--- config.mk ---
export PLATFORM = sky130hd
export DESIGN_NAME = obstacle_spawner
export DESIGN_NICKNAME = d
export VERILOG_FILES = /design/src/rtl/obstacle_spawner.sv
export SDC_FILE = /design/constraint.sdc
export NUM_CORES = 1
export LEC_CHECK = 0
export CAP_MARGIN = 10
export CORE_MARGIN = 1.5
export CORE_UTILIZATION = 57
export CTS_CLUSTER_SIZE = 25
export DETAILED_ROUTE_END_ITERATION = 6
export PLACE_DENSITY = 0.87
export SKIP_CTS_REPAIR_TIMING = 1
export SYNTH_ARGS = -nofsm -noshare
export SYNTH_HDL_FRONTEND = slang
export SYNTH_SLANG_ARGS = --single-unit
--- constraint.sdc ---
create_clock -name clk -period 6.8 [get_ports clk]
set_input_delay 2.04 -clock clk [delete_from_list [all_inputs] [get_ports clk]]
set_output_delay 2.04 -clock clk [all_outputs]
set_load 0.05 [all_outputs]
--- src/rtl/obstacle_spawner.sv ---
// rtl/obstacle_spawner.sv - two-slot obstacle spawner/scroller driven by an LFSR word
// Optional bird obstacles when DINO_BIRD_EN is defined.
module obstacle_spawner #(
  parameter int NUM_BITS = 8,
  parameter int X_WIDTH  = 9,
  parameter int SPAWN_X  = 320,
  parameter int MIN_GAP  = 24,
  parameter int INIT_GAP = 30
) (
  input  logic                clk,
  input  logic                rst,
  input  logic                frame_tick,
  input  logic                game_run,
  input  logic [2:0]          speed,
  input  logic [NUM_BITS-1:0] lfsr_data,
  output logic                lfsr_enable,
  output logic                obs0_valid,
  output logic                obs1_valid,
  output logic [X_WIDTH-1:0]  obs0_x,
  output logic [X_WIDTH-1:0]  obs1_x,
  output logic [1:0]          obs0_type,
  output logic [1:0]          obs1_type
);

  localparam int GAP_MAX = MIN_GAP + (1 << (NUM_BITS - 2)) - 1;
  localparam int CNT_MAX = (GAP_MAX > INIT_GAP) ? GAP_MAX : INIT_GAP;
  localparam int CNT_W   = (CNT_MAX < 2) ? 1 : $clog2(CNT_MAX + 1);
  localparam logic [X_WIDTH-1:0] SPAWN_XV = X_WIDTH'(SPAWN_X);

  typedef enum logic [1:0] {
    S_IDLE   = 2'd0,
    S_WARMUP = 2'd1,
    S_RUN    = 2'd2
  } state_t;

  state_t             state_q, state_d;
  logic [CNT_W-1:0]   cnt_q, cnt_d;
  logic [1:0]         v_q, v_d;
  logic [X_WIDTH-1:0] x_q [2];
  logic [X_WIDTH-1:0] x_d [2];
  logic [1:0]         t_q [2];
  logic [1:0]         t_d [2];
  logic               en_q, en_d;
  logic [X_WIDTH-1:0] spd;
  logic [1:0]         spawn_type;
  logic [CNT_W-1:0]   spawn_gap;

  assign spd       = X_WIDTH'(speed);
  assign spawn_gap = CNT_W'(MIN_GAP) + CNT_W'(lfsr_data[NUM_BITS-1:2]);

`ifdef DINO_BIRD_EN
  assign spawn_type = lfsr_data[1:0];
`else
  // Without birds the top code folds onto the large cactus.
  assign spawn_type = (lfsr_data[1:0] == 2'd3) ? 2'd2 : lfsr_data[1:0];
`endif

  always_ff @(posedge clk or posedge rst) begin
    if (rst) begin
      state_q <= S_IDLE;
      cnt_q   <= '0;
      v_q     <= '0;
      x_q[0]  <= '0;
      x_q[1]  <= '0;
      t_q[0]  <= '0;
      t_q[1]  <= '0;
      en_q    <= 1'b0;
    end else begin
      state_q <= state_d;
      cnt_q   <= cnt_d;
      v_q     <= v_d;
      x_q[0]  <= x_d[0];
      x_q[1]  <= x_d[1];
      t_q[0]  <= t_d[0];
      t_q[1]  <= t_d[1];
      en_q    <= en_d;
    end
  end

  always_comb begin
    state_d = state_q;
    cnt_d   = cnt_q;
    v_d     = v_q;
    x_d[0]  = x_q[0];
    x_d[1]  = x_q[1];
    t_d[0]  = t_q[0];
    t_d[1]  = t_q[1];

    if (!game_run) begin
      // Stopping wins over any coincident frame tick.
      state_d = S_IDLE;
      cnt_d   = '0;
      v_d     = '0;
      x_d[0]  = '0;
      x_d[1]  = '0;
      t_d[0]  = '0;
      t_d[1]  = '0;
    end else begin
      unique case (state_q)
        S_IDLE: begin
          state_d = S_WARMUP;
          cnt_d   = CNT_W'(INIT_GAP);
        end
        S_WARMUP: begin
          if (frame_tick) begin
            if (cnt_q <= CNT_W'(1)) begin
              cnt_d   = '0;
              state_d = S_RUN;
            end else begin
              cnt_d = cnt_q - CNT_W'(1);
            end
          end
        end
        S_RUN: begin
          if (frame_tick) begin
            for (int i = 0; i < 2; i++) begin
              if (v_q[i]) begin
                if (x_q[i] < spd) begin
                  v_d[i] = 1'b0;
                  x_d[i] = '0;
                end else begin
                  x_d[i] = x_q[i] - spd;
                end
              end
            end
            // Spawn sees the slots as they are after this tick's scroll.
            if ((cnt_q == '0) && !(&v_d)) begin
              cnt_d = spawn_gap;
              if (!v_d[0]) begin
                v_d[0] = 1'b1;
                x_d[0] = SPAWN_XV;
                t_d[0] = spawn_type;
              end else begin
                v_d[1] = 1'b1;
                x_d[1] = SPAWN_XV;
                t_d[1] = spawn_type;
              end
            end else if (cnt_q != '0) begin
              cnt_d = cnt_q - CNT_W'(1);
            end
          end
        end
        default: state_d = S_IDLE;
      endcase
    end

    en_d = (state_d != S_IDLE);
  end

  assign lfsr_enable = en_q;
  assign obs0_valid  = v_q[0];
  assign obs1_valid  = v_q[1];
  assign obs0_x      = x_q[0];
  assign obs1_x      = x_q[1];
  assign obs0_type   = t_q[0];
  assign obs1_type   = t_q[1];

endmodule

==> impl_metrics.tcl <==
set metrics [dict create \
    tns_ps 0 \
    core_um2 3970 \
    syn_avg_cell_area_um2 9.14 \
    clock_skew_ps 10.7 \
    drive_above_1_share 0.0803 \
    crit_path_start_kind "primary input" \
    yosysWarningCount 0 \
    nets 329 \
    drv_cap 0 \
    synthCells 255 \
    grt_overflow 0 \
    final_cells 349 \
    cts.clk_slew.worst_paths_ps 70 \
    clock_latency_ps 300 \
    grt_pass1_wl_mm 8.88 \
    required_ps 7010 \
    power.density_nw_per_um2 191 \
    place.gp.congestion 0.905 \
    routed_wl_mm 5.44 \
    grt_usage 0.264 \
    drt_iter0_markers 173 \
    p_leak_nw 1.26 \
    post-place-cells 341 \
    cp_max_fo 9 \
    arrival_ps 4700 \
    hold_path_class "reg -> reg" \
    cts_sinks 34 \
    synth_top_cell_area_share 0.365 \
    fp.dieArea_um2 4480 \
    dp_hpwl_mm 4.01 \
    synth_common_cells "34 x dfrtp_1, 23 x inv_1, 22 x nand2_1" \
    syn_to_final_growth_pct 22.7 \
    cts_tree "yes" \
    syn_area_um2 2330 \
    max_slew_margin 0.453 \
    hold_viol_final 0 \
    die_width_um 67.0 \
    port_buffers 39 \
    setup_viol 0 \
    status "finished, final reports clean" \
    drt-wirelength-per-cell_um 15.6 \
    synth_area_leaders "dfrtp_1 37%, ha_1 7.5%, inv_1 3.7%, nand2_1 3.5%, o21ai_0 3.4%" \
    rsz0062_at_grt "false" \
    setup_slack_ps 2310 \
    grt_max_degree 35 \
    synth_largest_area_cell "dfrtp_1" \
    tightest_slew_ps 818 \
    viasPerCell 5.90 \
    synthMostInstantiatedCell "dfrtp_1" \
    clock_path_buffers 2 \
    die_h_um 67.0 \
    rows 23 \
    antenna_cells 0 \
    finalCriticalPeriod_ps 4490 \
    synth_ff_type "dfrtp_1" \
    synth_edf_count 0 \
    cts.htree.levels 2 \
    grt_pass1_vias 1923 \
    num_vias 2059 \
    drtPass1Iterations 4 \
    synth_nets 286 \
    start_util 0.587 \
    max-vdd-ir-drop_mv 0.112 \
    place_ws_ps 2040 \
    postRouteAntennaNets 0 \
    cts_root_buf "clkbuf_8" \
    endpoint_kind "flop" \
    crit_type "in -> reg" \
    ys_async_sr_fraction 1.00 \
    synth-seq-cells 34 \
    yosysSeqAreaShare 0.365 \
    drc 0 \
    boundaryPins 40 \
    grt_antenna_before_repair 0 \
    min_period_over_period 0.660 \
    numCtsBuffers 5 \
    max_freq_ghz 0.223 \
    drv_slew 0 \
    ys_types 58 \
]
-- metrics by stage --
stage | hold WS, ps | area (um^2) | power (mW) | util
floorplan | 474 | 2330 | 0.327 | -
global placement | 503 | 2750 | 0.359 | 0.693
detailed placement | 506 | 2750 | 0.363 | 0.693
CTS | 526 | 2860 | 0.547 | 0.720
global route | 537 | 2860 | 0.571 | 0.720
finish | 530 | 2860 | 0.546 | 0.720
-- where the power goes --
part	total [mW]	internal, mW	switching, mW
logic	0.139	0.0611	0.0775
registers	0.223	0.211	0.0113
clock network	0.184	0.110	0.0747
total	0.546	0.382	0.163
-- placed cells by master, fill, tap and decap left out, types with 3 or more instances in the layout --
cell type        count
a31oi_1              4
clkbuf_8             5
xnor2_1              3
nor3_1              10
a21oi_1             10
a22oi_1              3
clkdlybuf4s50_1     39
inv_1               23
or3_1                3
or4_1                3
a211o_1              3
dfrtp_1             34
or2_2                3
nand2b_1             4
xor2_1               4
nand2_1             22
o21a_1               7
o22ai_1              6
nor2_1              16
nand3_1              5
nor2b_1              8
a21o_1               3
o21ai_0             16
ha_1                14
-- area by class of cell --
type / count / area, um^2
multi-input combinational: 194 / 1360
fill: 315 / 1110
sequential: 34 / 851
timing repair buffer: 40 / 398
inverter: 23 / 86.3
clock buffer: 7 / 76.3
tap: 50 / 62.6
clock inverter: 1 / 30.0
-- cells by family after synthesis --
group / after synthesis / synth area share
and+or+nand+nor: 89 / 0.204
muxes: 4 / 0.0199
AOI/OAI and AO/OA: 78 / 0.239
xor gates and xnor gates: 7 / 0.0263
DFF: 34 / 0.365
adders and majority gates: 16 / 0.0923
buffers and inverters: 27 / 0.0531
-- registers in the layout, indices dropped and copies added (netlist names) --
signal and flops:
obs1_x 9, state_q 2, lfsr_enable 1, v_q 2, obs1_type 2, cnt_q 7
obs0_type 2, obs0_x 9
-- worst max-delay path, stage by stage --
cell             delay [ps]
clkdlybuf4s50_1         460
inv_1                    60
ha_1                    360
a211oi_1                360
nand3_1                 200
o21ai_2                 310
o32ai_1                 160
o21ai_2                 350
nand3_1                 190
o22ai_1                 200
-- path summary, 6_finish.rpt --
kind / startpoint / end / slack, ps / cells after the start
setup / recovery: speed[2] / cnt_q[0] / 2310 / 10
hold / removal: cnt_q[5] / cnt_q[5] / 530 / 1
setup reg to reg: obs0_x[8] / cnt_q[0] / 4100 / 7
hold reg to reg: cnt_q[5] / cnt_q[5] / 530 / 1
max in group asynchronous: rst / obs0_x[8] / 4340 / 3
min in group asynchronous: rst / obs1_x[1] / 2140 / 3
-- layer usage --
layer / wire [um] / global-route usage / vias up / part of all wire
met4: 87 / 0.110 / 0 / 0.016
met1: 2490 / 0.357 / 979 / 0.46
met3: 291 / 0.0608 / 8 / 0.053
met5: 0 / 0 / - / 0
met2: 2570 / 0.406 / 61 / 0.47
li1: - / - / 1011 / -
Power figures use the tool's default switching activity.
